--- src/rtl/dmem_arb_pkg.sv ---
// Shared types and constants for the data-memory arbiter.
package dmem_arb_pkg;

  typedef enum logic [1:0] {
    IDLE   = 2'd0,
    ACCESS = 2'd1,
    RESP   = 2'd2
  } arb_state_e;

  localparam logic PORT0 = 1'b0;
  localparam logic PORT1 = 1'b1;

  // Port 1 wins when it is the only requester or it has been starved long enough.
  function automatic logic pick_port1(input logic req0, input logic req1, input logic starved);
    return req1 && (!req0 || starved);
  endfunction

endpackage

--- src/rtl/dmem_arbiter.sv ---
// Two-port arbiter in front of a single-ported data memory: port 0 (pipeline)
// has priority, port 1 (loader/debug) is forced through after MAX_WAIT losses.
module dmem_arbiter
  import dmem_arb_pkg::*;
#(
  parameter int unsigned DATA_MSB = 31,
  parameter int unsigned ADDR_MSB = 7,
  parameter int unsigned MAX_WAIT = 4
) (
  input  logic                clk,
  input  logic                reset_n,
  input  logic                req0,
  input  logic                we0,
  input  logic [ADDR_MSB:0]   addr0,
  input  logic [DATA_MSB:0]   wdata0,
  output logic                ack0,
  output logic [DATA_MSB:0]   rdata0,
  input  logic                req1,
  input  logic                we1,
  input  logic [ADDR_MSB:0]   addr1,
  input  logic [DATA_MSB:0]   wdata1,
  output logic                ack1,
  output logic [DATA_MSB:0]   rdata1,
  output logic [ADDR_MSB:0]   mem_address,
  output logic [DATA_MSB:0]   mem_write_data,
  output logic                mem_control_write,
  input  logic [DATA_MSB:0]   mem_read_data
);

  localparam int unsigned WCW = (MAX_WAIT > 0) ? $clog2(MAX_WAIT + 1) : 1;
  localparam logic [WCW-1:0] WAIT_SAT = WCW'(MAX_WAIT);

  arb_state_e     state_q, state_d;
  logic [WCW-1:0] wait_cnt;
  logic           grant_c;
  logic           grant1_c;
  logic           port_q;
  logic           wr_q;

  // Next state and grant decision; arbitration happens only in IDLE.
  always_comb begin
    state_d  = state_q;
    grant_c  = 1'b0;
    grant1_c = 1'b0;
    case (state_q)
      IDLE: begin
        if (req0 || req1) begin
          grant_c  = 1'b1;
          grant1_c = pick_port1(req0, req1, wait_cnt == WAIT_SAT);
          state_d  = ACCESS;
        end
      end
      ACCESS:  state_d = RESP;
      RESP:    state_d = IDLE;
      default: state_d = IDLE;
    endcase
  end

  // State register.
  always_ff @(posedge clk or negedge reset_n) begin
    if (!reset_n) state_q <= IDLE;
    else          state_q <= state_d;
  end

  // Latch the granted request; write strobe is high only for the ACCESS cycle.
  always_ff @(posedge clk or negedge reset_n) begin
    if (!reset_n) begin
      port_q            <= PORT0;
      wr_q              <= 1'b0;
      mem_address       <= '0;
      mem_write_data    <= '0;
      mem_control_write <= 1'b0;
    end else if (grant_c) begin
      port_q            <= grant1_c;
      wr_q              <= grant1_c ? we1 : we0;
      mem_address       <= grant1_c ? addr1 : addr0;
      mem_write_data    <= grant1_c ? wdata1 : wdata0;
      mem_control_write <= grant1_c ? we1 : we0;
    end else begin
      mem_control_write <= 1'b0;
    end
  end

  // Capture read data at the end of ACCESS and pulse the granted ack in RESP.
  always_ff @(posedge clk or negedge reset_n) begin
    if (!reset_n) begin
      ack0   <= 1'b0;
      ack1   <= 1'b0;
      rdata0 <= '0;
      rdata1 <= '0;
    end else begin
      ack0 <= (state_q == ACCESS) && (port_q == PORT0);
      ack1 <= (state_q == ACCESS) && (port_q == PORT1);
      if ((state_q == ACCESS) && !wr_q) begin
        if (port_q == PORT1) rdata1 <= mem_read_data;
        else                 rdata0 <= mem_read_data;
      end
    end
  end

  // Count how many arbitrations port 1 has lost in a row, saturating.
  always_ff @(posedge clk or negedge reset_n) begin
    if (!reset_n) begin
      wait_cnt <= '0;
    end else if (state_q == IDLE) begin
      if (!req1 || grant1_c)          wait_cnt <= '0;
      else if (wait_cnt != WAIT_SAT)  wait_cnt <= wait_cnt + WCW'(1);
    end
  end

endmodule
--- config.mk ---
export PLATFORM = sky130hd
export DESIGN_NAME = dmem_arbiter
export DESIGN_NICKNAME = d
export VERILOG_FILES = /design/src/rtl/dmem_arb_pkg.sv /design/src/rtl/dmem_arbiter.sv
export SDC_FILE = /design/constraint.sdc
export NUM_CORES = 1
export LEC_CHECK = 0
export ABC_AREA = 0
export CAP_MARGIN = 25
export CORE_ASPECT_RATIO = 0.5
export CORE_MARGIN = 2
export CORE_UTILIZATION = 42
export DETAILED_ROUTE_END_ITERATION = 8
export GPL_TIMING_DRIVEN = 1
export PLACE_DENSITY = 0.87
export REMOVE_ABC_BUFFERS = 1
export SLEW_MARGIN = 20
export SYNTH_ARGS = -nofsm -noshare
export SYNTH_HDL_FRONTEND = slang
export SYNTH_SLANG_ARGS = --single-unit
--- constraint.sdc ---
create_clock -name clk -period 1.9 [get_ports clk]
set_input_delay 0.38 -clock clk [delete_from_list [all_inputs] [get_ports clk]]
set_output_delay 0.38 -clock clk [all_outputs]
set_load 0.05 [all_outputs]
==> metrics.md, run 1 <==
| Metric | Value |
|---|---|
| Cell-by-cell trace of the critical path | `dlygate4sd2_1` |
| Nature of the critical path endpoint | `primary output` |
| Number of enable flip-flop cells after synthesis | `0` |
| Overall die height | `81.9 um` |
| Antenna violations before repair | `0` |
| Number of cell rows | `28` |
| Cell count after placement | `779` |
| Overall die width | `160 um` |
| Clk Tree Root Cell | `sky130_fd_sc_hd__clkbuf_16` |
| Clock Tree Buf Depth | `2` |
| Max-cap check violation count | `0` |
| Cell Area, Synth | `5100 um2` |
| Synthesized flop and latch total | `114` |
| Measured slew at the worst slew-check pin | `0.526 ns` |
| Filler cells | `913` |
| Share of layout cells above drive strength 1 | `22.3%` |
| Maximum achievable frequency | `0.589 GHz` |
| Net switching share of the total power | `47.5%` |
| DRC marker count from the first detailed-route iteration | `271` |
| Static power due to leakage | `3.50 nW` |
| Highest metal used | `met4` |
| Maximum clock skew at final layout | `0.00810 ns` |
| Vias in the first global route | `4374` |
| Post-synth top area share | `56.0%` |
| Worst hold margin | `0.438 ns` |
| Vias | `4268` |
| Reg power frac | `26.0%` |
| Placeable core area | `11800 um2` |
| Final design instance area without fill | `8020 um2` |
| Routed length on met2 | `7.25 mm` |
| Crit path max fanout | `2` |
| Maximum number of pins on one net before global-route repair | `85` |
| Reg-to-Reg Start | `wait_cnt[0]` |
| Number of instances in the synthesized netlist | `408` |
| Layout-stage area growth over the synthesis result | `57.3%` |
| Async set or reset register ratio after synthesis | `100%` |
| Clock-pin transition on the worst setup and hold timing paths | `0.05 ns` |
| Setup Viol. Count Final | `0` |
| Depth of the most critical reg-to-reg path | `6` |
| Post-detailed-routing wire length | `14.3 mm` |
| Routed length on met1 | `6.01 mm` |
| Final antenna-violating net count | `0` |
| Distinct cell type count of the synthesized netlist | `27` |
| Wire length of the first global-routing pass | `22.5 mm` |
| Cell-internal power | `8.77 mW` |
| CTS tree | `done` |
| Met3 wire len | `826 um` |
| Starting density of the core | `43.1%` |
| Share of synthesized cell area in and, or, nand and nor gates | `15.0%` |
| Required time reported for the critical path endpoint | `1.52 ns` |
| PortBufs | `224` |
| Gp weighted congestion | `0.802` |
| Worst path top cell family by delay | `buffers and inverters` |
| Combinational family with the most area after synthesis | `simple AND/OR/NAND/NOR gates` |
| Clock network power share | `19.5%` |
| Number of detailed-routing iterations run before antenna repair | `4` |
| Xor-xnor portion of the synthesized cell area | `0%` |
| Stage delay of the slowest cell on the critical path | `0.55 ns` |
| Yosys warning total | `0` |
| Cell type with the highest aggregate area in the netlist | `sky130_fd_sc_hd__dfrtp_1` |
| Clock insertion delay at the later pin of the skew report | `0.41 ns` |
| Most common flop cell mapped by yosys | `sky130_fd_sc_hd__dfrtp_1` |
| Adder and majority cell fraction of the synthesized area | `0.491%` |
| Per-cell via count in the routed design | `5.26` |
| Global Route Usage Sum | `22.1%` |
| Setup repair after global routing missed its margin | `false` |
| Pwr dens | `2080 nW/um2` |
| Fraction of the mapped netlist area in compound gates | `9.28%` |
| H-tree levels | `4` |
| Kind of launch point of the worst setup path | `flip-flop` |
| Crit path arrival time | `1.32 ns` |
| Critical Setup Path Class | `reg -> out` |
| Run status | `finished, final reports clean` |
| Number of max-slew violations in the final report | `0` |
| Post-route insts no fill | `811` |
| Post-detailed-placement half-perimeter wirelength | `9.78 mm` |
| Register-to-register setup slack | `0.23 ns` |
| Portion of the post-synthesis area used by sequential elements | `56.0%` |
| Post-route total power | `16.7 mW` |
| Multiplexer area fraction after synthesis | `14.1%` |
| Grt total ovfl | `0` |
| Combined buffer and inverter count along the critical path | `1` |
| Hold Violations, Final | `0` |
| Time the worst path needs with I/O delays and setup | `1.70 ns` |
| R2R Path End | `mem_address[6]` |
| Final #Nets | `754` |
| Peak supply drop | `978 uV` |
| Clock buffer count from CTS | `17` |
| Cell area after placement | `7500 um2` |
| Comb pwr share | `54.4%` |
| Overall die area | `13100 um2` |
| ANT cells | `0` |
| Power dissipated by switching net loads | `7.94 mW` |
| Final clock period utilization by the worst path | `89.3%` |
| Max-slew headroom at the worst pin | `65.1%` |
| Final design utilization | `67.7%` |
| Worst min path class | `in -> async` |
| Critical path's slowest cell | `sky130_fd_sc_hd__dlygate4sd2_1` |
| Io pins | `225` |
| Most area-consuming cells after synthesis | `sky130_fd_sc_hd__dfrtp_1, sky130_fd_sc_hd__mux2_2, sky130_fd_sc_hd__a221o_1` |
| Residual DRC count | `0` |
| Sink count of the clock tree | `114` |
| Syn_area_per_cell | `12.5 um2` |
| Wire length per cell | `17.7 um` |
-- cells in the mapped netlist, types with 2 or more instances --
library cell / number
sky130_fd_sc_hd__dfrtp_1: 114
sky130_fd_sc_hd__mux2_2: 60
sky130_fd_sc_hd__nand2_1: 43
sky130_fd_sc_hd__a221o_1: 41
sky130_fd_sc_hd__nor3_1: 41
sky130_fd_sc_hd__nor3b_1: 41
sky130_fd_sc_hd__buf_2: 16
sky130_fd_sc_hd__buf_6: 9
sky130_fd_sc_hd__clkbuf_1: 7
sky130_fd_sc_hd__inv_1: 7
sky130_fd_sc_hd__buf_4: 4
sky130_fd_sc_hd__mux2_1: 4
sky130_fd_sc_hd__nor2_1: 3
sky130_fd_sc_hd__o21ai_0: 3
sky130_fd_sc_hd__ha_1: 2
sky130_fd_sc_hd__nor3_4: 2
-- per-layer routing --
layer / GRT usage (%) / vias up
li1: - / 1965
met5: 0 / -
met4: 8.20 / 0
met1: 26.7 / 2101
met3: 5.76 / 26
met2: 39.0 / 176
-- through the flow --
stage	TNS, ns	setup WS, ns
floorplan	-25.57	-0.621
global placement	0	0.0821
detailed placement	0	0.0332
CTS	0	0.180
global route	0	0.141
finish	0	0.203
-- flip-flops by register name, indices dropped and copies added, names as in the netlist --
| register | flops |
|---|---|
| ack0 | 1 |
| ack1 | 1 |
| mem_address | 8 |
| mem_control_write | 1 |
| mem_write_data | 32 |
| port_q | 1 |
| rdata0 | 32 |
| rdata1 | 32 |
| state_q | 2 |
| wait_cnt | 3 |
| wr_q | 1 |
-- cell type report --
cell class	count	area, um2	share of cell area [%]
clock buffer	19	453	5.65
clock inverter	12	159	1.98
inverter	7	26.3	0.328
multi-input combinational	251	2000	24.9
sequential	114	2850	35.6
tap	165	206	2.57
timing repair buffer	243	2330	29.0
-- logic make-up (layout without fill, tap and decap cells) --
kind of cell             after synthesis  after routing
buffers and inverters                 43            281
multiplexers                          64             64
flip-flops                           114            114
AND/OR/NAND/NOR                      136            136
adder cells (fa/ha/maj)                2              2
AO/OA/AOI/OAI                         49             49
-- cells in the final DEF (no fill, tap or decap), types with 5 or more instances in the layout --
| master | Yosys | layout |
|---|---|---|
| sky130_fd_sc_hd__a221o_1 | 41 | 41 |
| sky130_fd_sc_hd__buf_12 | 0 | 9 |
| sky130_fd_sc_hd__buf_4 | 4 | 35 |
| sky130_fd_sc_hd__clkbuf_16 | 0 | 17 |
| sky130_fd_sc_hd__clkdlybuf4s50_1 | 0 | 115 |
| sky130_fd_sc_hd__clkinvlp_4 | 0 | 5 |
| sky130_fd_sc_hd__dfrtp_1 | 114 | 114 |
| sky130_fd_sc_hd__dlygate4sd2_1 | 0 | 82 |
| sky130_fd_sc_hd__inv_1 | 7 | 7 |
| sky130_fd_sc_hd__mux2_2 | 60 | 60 |
| sky130_fd_sc_hd__nand2_1 | 43 | 43 |
| sky130_fd_sc_hd__nor3_1 | 41 | 41 |
| sky130_fd_sc_hd__nor3b_1 | 41 | 41 |
-- worst max path at each step --
stage	startpoint	end	slack (ns)	cells after the start
final	mem_write_data[17]	mem_write_data[17]	0.20	1
after global routing	wait_cnt[0]	mem_address[7]	0.14	6
after detailed placement	req0	mem_address[6]	0.03	5
after floorplan	wait_cnt[0]	port_q	-0.62	5
after global placement	req0	mem_write_data[14]	0.08	5
after CTS	mem_write_data[17]	mem_write_data[17]	0.18	1
-- power groups by stage --
stage / Sequential, mW / Clock (mW) / Combinational, mW
2_1_floorplan: 8.32 / 0 / 2.27
3_3_place_gp: 4.33 / 0 / 9.54
3_5_place_dp: 4.39 / 0 / 9.74
4_1_cts: 4.35 / 3.31 / 9.15
5_1_grt: 4.50 / 3.44 / 9.48
6_report: 4.35 / 3.26 / 9.09
-- what timing repair did --
action | in CTS | in global routing
setup endpoints to repair | 82 | 0
endpoints found under the hold margin | 22 | 0
resized for setup | 82 | 0
hold buffers | 1 | 0
setup buffers | 0 | 0
Note: power is estimated with default switching activity, not from simulation.
==> run 2, diff against run 1 <==
==> constraint.sdc (replaced) <==
create_clock -name clk -period 1.9 [get_ports clk]
set_input_delay 0.38 -clock clk [delete_from_list [all_inputs] [get_ports clk]]
set_output_delay 0.38 -clock clk [all_outputs]
set_load 0.02 [all_outputs]
==> metrics.md, run 2 (synthesis gave the netlist of run 1 again) <==
| Metric | Value |
|---|---|
| Run status | `finished, final reports clean` |
| Post-placement setup slack | `0.0159 ns` |
| Critical Setup Path Class | `reg -> out` |
| Share of layout cells above drive strength 1 | `18.7%` |
| Vias | `4222` |
| Vias in the first global route | `4284` |
| Cell-internal power | `9.22 mW` |
| Post-detailed-routing wire length | `13.9 mm` |
| Io pins | `225` |
| R2R Path End | `wr_q` |
| Cell-by-cell trace of the critical path | `clkdlybuf4s50_1` |
| CTS Hold Bufs | `1` |
| Hold Violations, Final | `0` |
| Maximum clock skew at final layout | `0.0100 ns` |
| Minimum setup slack in the final design | `0.108 ns` |
| Post-route total power | `14.5 mW` |
| Post-CTS Repair Setup Buffers | `0` |
| Static power due to leakage | `3.31 nW` |
| Setup Viol. Count Final | `0` |
| Clk Tree Root Cell | `sky130_fd_sc_hd__clkbuf_16` |
| Critical path's slowest cell | `sky130_fd_sc_hd__clkdlybuf4s50_1` |
| Stage delay of the slowest cell on the critical path | `0.64 ns` |
| Pwr dens | `1780 nW/um2` |
| Worst min path class | `in -> async` |
| Kind of launch point of the worst setup path | `flip-flop` |
| Global Route Usage Sum | `21.0%` |
| Number of cell rows | `28` |
| DRC marker count from the first detailed-route iteration | `187` |
| Post-route insts no fill | `813` |
| Filler cells | `831` |
| Reg-to-Reg Start | `wait_cnt[0]` |
| Register-to-register setup slack | `0.25 ns` |
| Worst hold margin | `0.438 ns` |
| Clock network power share | `20.8%` |
| Residual DRC count | `0` |
| Nature of the critical path endpoint | `primary output` |
| Measured slew at the worst slew-check pin | `0.360 ns` |
| Final antenna-violating net count | `0` |
| Starting density of the core | `43.1%` |
| Crit path arrival time | `1.41 ns` |
| Grt total ovfl | `0` |
| Overall die area | `13100 um2` |
| Max-cap check violation count | `0` |
| Time the worst path needs with I/O delays and setup | `1.79 ns` |
| Commonest non-fill, non-tap cell in the layout | `sky130_fd_sc_hd__clkdlybuf4s50_1` |
| Final #Nets | `755` |
| Worst path top cell family by delay | `buffers and inverters` |
| CTS tree | `done` |
| Reg power frac | `30.0%` |
| Max-slew headroom at the worst pin | `76.0%` |
| Clock Tree Buf Depth | `2` |
| Net switching share of the total power | `36.5%` |
| Power dissipated by switching net loads | `5.30 mW` |
| Clock-pin transition on the worst setup and hold timing paths | `0.06 ns` |
| Highest-count cells in the layout ignoring fill and taps | `sky130_fd_sc_hd__clkdlybuf4s50_1, sky130_fd_sc_hd__dfrtp_1, sky130_fd_sc_hd__mux2_2, sky130_fd_sc_hd__nand2_1` |
| Peak supply drop | `741 uV` |
| Number of stages on the worst setup path | `1` |
| Setup repair after global routing missed its margin | `false` |
| Maximum achievable frequency | `0.558 GHz` |
| Wire length of the first global-routing pass | `21.7 mm` |
| Depth of the most critical reg-to-reg path | `6` |
| Combined buffer and inverter count along the critical path | `1` |
| PortBufs | `224` |
| ANT cells | `0` |
| Per-cell via count in the routed design | `5.19` |
| Post-detailed-placement half-perimeter wirelength | `9.79 mm` |
| Post_cts resized | `0` |
| Sink count of the clock tree | `114` |
| Final design utilization | `68.7%` |
| Clock buffer count from CTS | `17` |
| Gp weighted congestion | `0.793` |
| Number of max-slew violations in the final report | `0` |
| Cell count after placement | `780` |
| Layout-stage area growth over the synthesis result | `59.6%` |
| Required time reported for the critical path endpoint | `1.52 ns` |
| Top flop regs | `mem_write_data x32, rdata0 x32, rdata1 x32` |
| Overall die width | `160 um` |
| Clock insertion delay at the later pin of the skew report | `0.40 ns` |
| Overall die height | `81.9 um` |
| Comb pwr share | `49.2%` |
| Placeable core area | `11800 um2` |
| Maximum number of pins on one net before global-route repair | `85` |
| Antenna violations before repair | `0` |
| Number of detailed-routing iterations run before antenna repair | `4` |
| Wire length per cell | `17.0 um` |
| H-tree levels | `4` |
| Crit path max fanout | `2` |
| Final clock period utilization by the worst path | `94.3%` |
## run 2: cell types whose count changed in the layout (fill, tap and decap cells not counted), moves of 2 or more
| cell | change |
|---|---|
| sky130_fd_sc_hd__buf_4 | -23 |
| sky130_fd_sc_hd__bufinv_16 | -2 |
| sky130_fd_sc_hd__clkdlybuf4s50_1 | +107 |
| sky130_fd_sc_hd__clkinv_2 | +2 |
| sky130_fd_sc_hd__clkinvlp_4 | -3 |
| sky130_fd_sc_hd__dlygate4sd2_1 | -82 |
| sky130_fd_sc_hd__inv_6 | +4 |
## run 2: area by class of cell
type                    instances  area [um2]  area share (%)
flip-flops and latches        114        2850            35.0
repair buffers                244        2490            30.6
multi-input cells             251        2000            24.5
clock buffers                  18         439            5.40
well taps                     165         206            2.54
clock inverters                14         130            1.60
inverters                       7        26.3           0.323
## run 2: per-layer routing
metal	global-route usage [%]	wire [um]	up-vias	share of wire, %
li1	-	-	1958	-
met1	25.9	5910	2076	43
met2	36.9	6970	169	50
met3	4.24	773	19	5.6
met4	9.01	210	0	1.5
met5	0	0	-	0
## run 2: worst max path at each step
stage | to | slack [ns] | startpoint
floorplan | port_q | -0.62 | wait_cnt[0]
global placement | mem_write_data[14] | 0.07 | req0
detailed placement | mem_write_data[11] | 0.02 | req0
CTS | mem_write_data[20] | 0.09 | mem_write_data[20]
global route | mem_write_data[17] | 0.08 | mem_write_data[17]
finish | mem_write_data[20] | 0.11 | mem_write_data[20]
## run 2: metrics by stage
| stage | TNS (ns) | cell area [um2] |
|---|---|---|
| after detailed placement | 0 | 7560 |
| after global routing | 0 | 8140 |
| after floorplan | -25.57 | 4860 |
| after global placement | 0 | 7560 |
| after CTS | 0 | 8140 |
| final | 0 | 8140 |
## run 2: power groups by stage
stage          Combinational, mW  Sequential (mW)  Clock (mW)
2_1_floorplan               2.27             5.71           0
3_3_place_gp                7.01             4.31           0
3_5_place_dp                7.19             4.38           0
4_1_cts                     7.21             4.36        3.07
5_1_grt                     7.55             4.51        3.20
6_report                    7.14             4.35        3.02
==> run 3, diff against run 2 <==
--- a/config.mk
+++ b/config.mk
@@ -7,12 +7,12 @@
 export LEC_CHECK = 0
 export ABC_AREA = 0
 export CAP_MARGIN = 25
-export CORE_ASPECT_RATIO = 0.5
 export CORE_MARGIN = 2
-export CORE_UTILIZATION = 42
+export CORE_UTILIZATION = 43
+export CTS_BUF_LIST = sky130_fd_sc_hd__clkbuf_4
 export DETAILED_ROUTE_END_ITERATION = 8
 export GPL_TIMING_DRIVEN = 1
-export PLACE_DENSITY = 0.87
+export PLACE_DENSITY = 0.89
 export REMOVE_ABC_BUFFERS = 1
 export SLEW_MARGIN = 20
 export SYNTH_ARGS = -nofsm -noshare
==> metrics.md, run 3 (synthesis gave the netlist of run 1 again) <==
| Metric | Value |
|---|---|
| Critical path's slowest cell | `sky130_fd_sc_hd__clkdlybuf4s50_1` |
| Number of cell rows | `39` |
| Required time reported for the critical path endpoint | `1.52 ns` |
| Depth of the most critical reg-to-reg path | `6` |
| Critical Setup Path Class | `reg -> out` |
| Number of max-slew violations in the final report | `0` |
| Post-route insts no fill | `785` |
| Clock-pin transition on the worst setup and hold timing paths | `0.10 ns` |
| Hold Violations, Final | `0` |
| Cell count after placement | `754` |
| Reg power frac | `34.2%` |
| Gp weighted congestion | `0.802` |
| Clock insertion delay at the later pin of the skew report | `0.49 ns` |
| Crit path arrival time | `1.41 ns` |
| Static power due to leakage | `3.61 nW` |
| Setup Viol. Count Final | `0` |
| Number of detailed-routing iterations run before antenna repair | `6` |
| Run status | `complete, but fails checks` |
| Reg-to-Reg Start | `wait_cnt[0]` |
| Measured slew at the worst slew-check pin | `0.437 ns` |
| ANT cells | `0` |
| Stage delay of the slowest cell on the critical path | `0.59 ns` |
| Vias in the first global route | `4455` |
| Wire length per cell | `17.9 um` |
| Max-cap check violation count | `0` |
| Combined buffer and inverter count along the critical path | `1` |
| Pwr dens | `1630 nW/um2` |
| Crit path max fanout | `1` |
| Fin Setup TNS | `0 ns` |
| Grt total ovfl | `0` |
| Clock buffer count from CTS | `17` |
| Top flop regs | `mem_write_data x32, rdata0 x32, rdata1 x32` |
| R2R Path End | `mem_write_data[21]` |
| Global Route Usage Sum | `22.3%` |
| Violated checks | `design-rule violations` |
| Cell-by-cell trace of the critical path | `clkdlybuf4s50_1` |
| Antenna violations before repair | `0` |
| Nature of the critical path endpoint | `primary output` |
| Starting density of the core | `44.3%` |
| Highest-count cells in the layout ignoring fill and taps | `sky130_fd_sc_hd__clkdlybuf4s50_1, sky130_fd_sc_hd__dfrtp_1, sky130_fd_sc_hd__dlygate4sd2_1, sky130_fd_sc_hd__mux2_2, sky130_fd_sc_hd__nand2_1` |
| Time the worst path needs with I/O delays and setup | `1.79 ns` |
| Overall die area | `12700 um2` |
| Wire length of the first global-routing pass | `22.3 mm` |
| H-tree levels | `4` |
| Post-route total power | `12.7 mW` |
| Sink count of the clock tree | `114` |
| Maximum number of pins on one net before global-route repair | `85` |
| Overall die height | `113 um` |
| Register-to-register setup slack | `0.28 ns` |
| Number of stages on the worst setup path | `1` |
| Net switching share of the total power | `39.3%` |
| Clk Tree Root Cell | `sky130_fd_sc_hd__clkbuf_4` |
| Peak supply drop | `652 uV` |
| Final antenna-violating net count | `0` |
| Final clock period utilization by the worst path | `94.1%` |
| DRC marker count from the first detailed-route iteration | `325` |
| Share of layout cells above drive strength 1 | `17.6%` |
| Comb pwr share | `50.9%` |
| Maximum clock skew at final layout | `0.0103 ns` |
| Per-cell via count in the routed design | `5.42` |
| Clock Tree Buf Depth | `2` |
| Overall die width | `113 um` |
| Io pins | `225` |
| Maximum achievable frequency | `0.559 GHz` |
| Placeable core area | `11500 um2` |
| Vias | `4255` |
| Clock network power share | `14.9%` |
| Worst hold margin | `0.365 ns` |
| Residual DRC count | `21` |
| CTS tree | `done` |
| Final design utilization | `67.6%` |
| PortBufs | `224` |
| Final #Nets | `751` |
| Layout-stage area growth over the synthesis result | `52.6%` |
| Worst min path class | `in -> async` |
| Kind of launch point of the worst setup path | `flip-flop` |
| Worst path top cell family by delay | `buffers and inverters` |
| Setup repair after global routing missed its margin | `false` |
| Power dissipated by switching net loads | `4.98 mW` |
| Post-detailed-routing wire length | `14.0 mm` |
| Post-detailed-placement half-perimeter wirelength | `10.2 mm` |
| Max-slew headroom at the worst pin | `70.9%` |
| Commonest non-fill, non-tap cell in the layout | `sky130_fd_sc_hd__clkdlybuf4s50_1` |
| Cell-internal power | `7.69 mW` |
==> run 3: cell types whose count changed in the layout (fill, tap and decap cells not counted), moves of 4 or more <==
cell,before,now
sky130_fd_sc_hd__clkdlybuf4s50_1,222,116
sky130_fd_sc_hd__dlygate4sd2_1,0,79
sky130_fd_sc_hd__dlymetal6s2s_1,0,27
sky130_fd_sc_hd__clkbuf_4,0,18
sky130_fd_sc_hd__clkbuf_16,17,0
sky130_fd_sc_hd__buf_4,12,8
sky130_fd_sc_hd__inv_6,4,0
==> run 3: repair_timing <==
item	CTS	global route
resized for setup	79	27
setup endpoints to repair	79	27
endpoints found under the hold margin	28	0
setup buffers	0	0
hold buffers	1	0
==> run 3: stage by stage <==
step,cell area (um2),setup slack (ns)
3_3_place_gp,7500,0.0940
2_1_floorplan,4860,-0.621
5_1_grt,7780,0.0103
4_1_cts,7710,0.000281
6_report,7780,0.112
3_5_place_dp,7500,0.0292
==> run 3: worst max-delay path by stage <==
stage | slack [ns] | endpoint | startpoint
after floorplan | -0.62 | port_q | wait_cnt[0]
after global routing | 0.01 | mem_control_write | mem_control_write
final | 0.11 | mem_control_write | mem_control_write
after CTS | 0.0003 | rdata0[25] | rdata0[25]
after detailed placement | 0.03 | mem_write_data[21] | req0
after global placement | 0.09 | mem_write_data[21] | req0
==> run 3: routing by layer <==
metal  track usage [%]  up-vias  part of all wire [%]  routed length, um
li1                  -     1961                     -                  -
met1              26.6     2061                    40               5630
met2              38.2      219                    50               6970
met3              6.80       14                   8.9               1250
met4              8.29        0                   1.4                190
met5                 0        -                     0                  0
==> run 3: area by class of cell <==
type | instances | area [um2]
clock buffer | 18 | 135
clock inverter | 12 | 166
fill | 836 | 3730
inverter | 7 | 26.3
multi-input combinational | 251 | 2000
sequential | 114 | 2850
tap | 143 | 179
timing repair buffer | 240 | 2430
==> run 3: power by group through the flow <==
stage	sequential (mW)	clock (mW)	combinational (mW)
finish	4.34	1.88	6.45
CTS	4.35	1.95	6.55
global route	4.50	2.06	6.82
floorplan	5.71	0	2.27
global placement	4.36	0	6.94
detailed placement	4.41	0	7.16
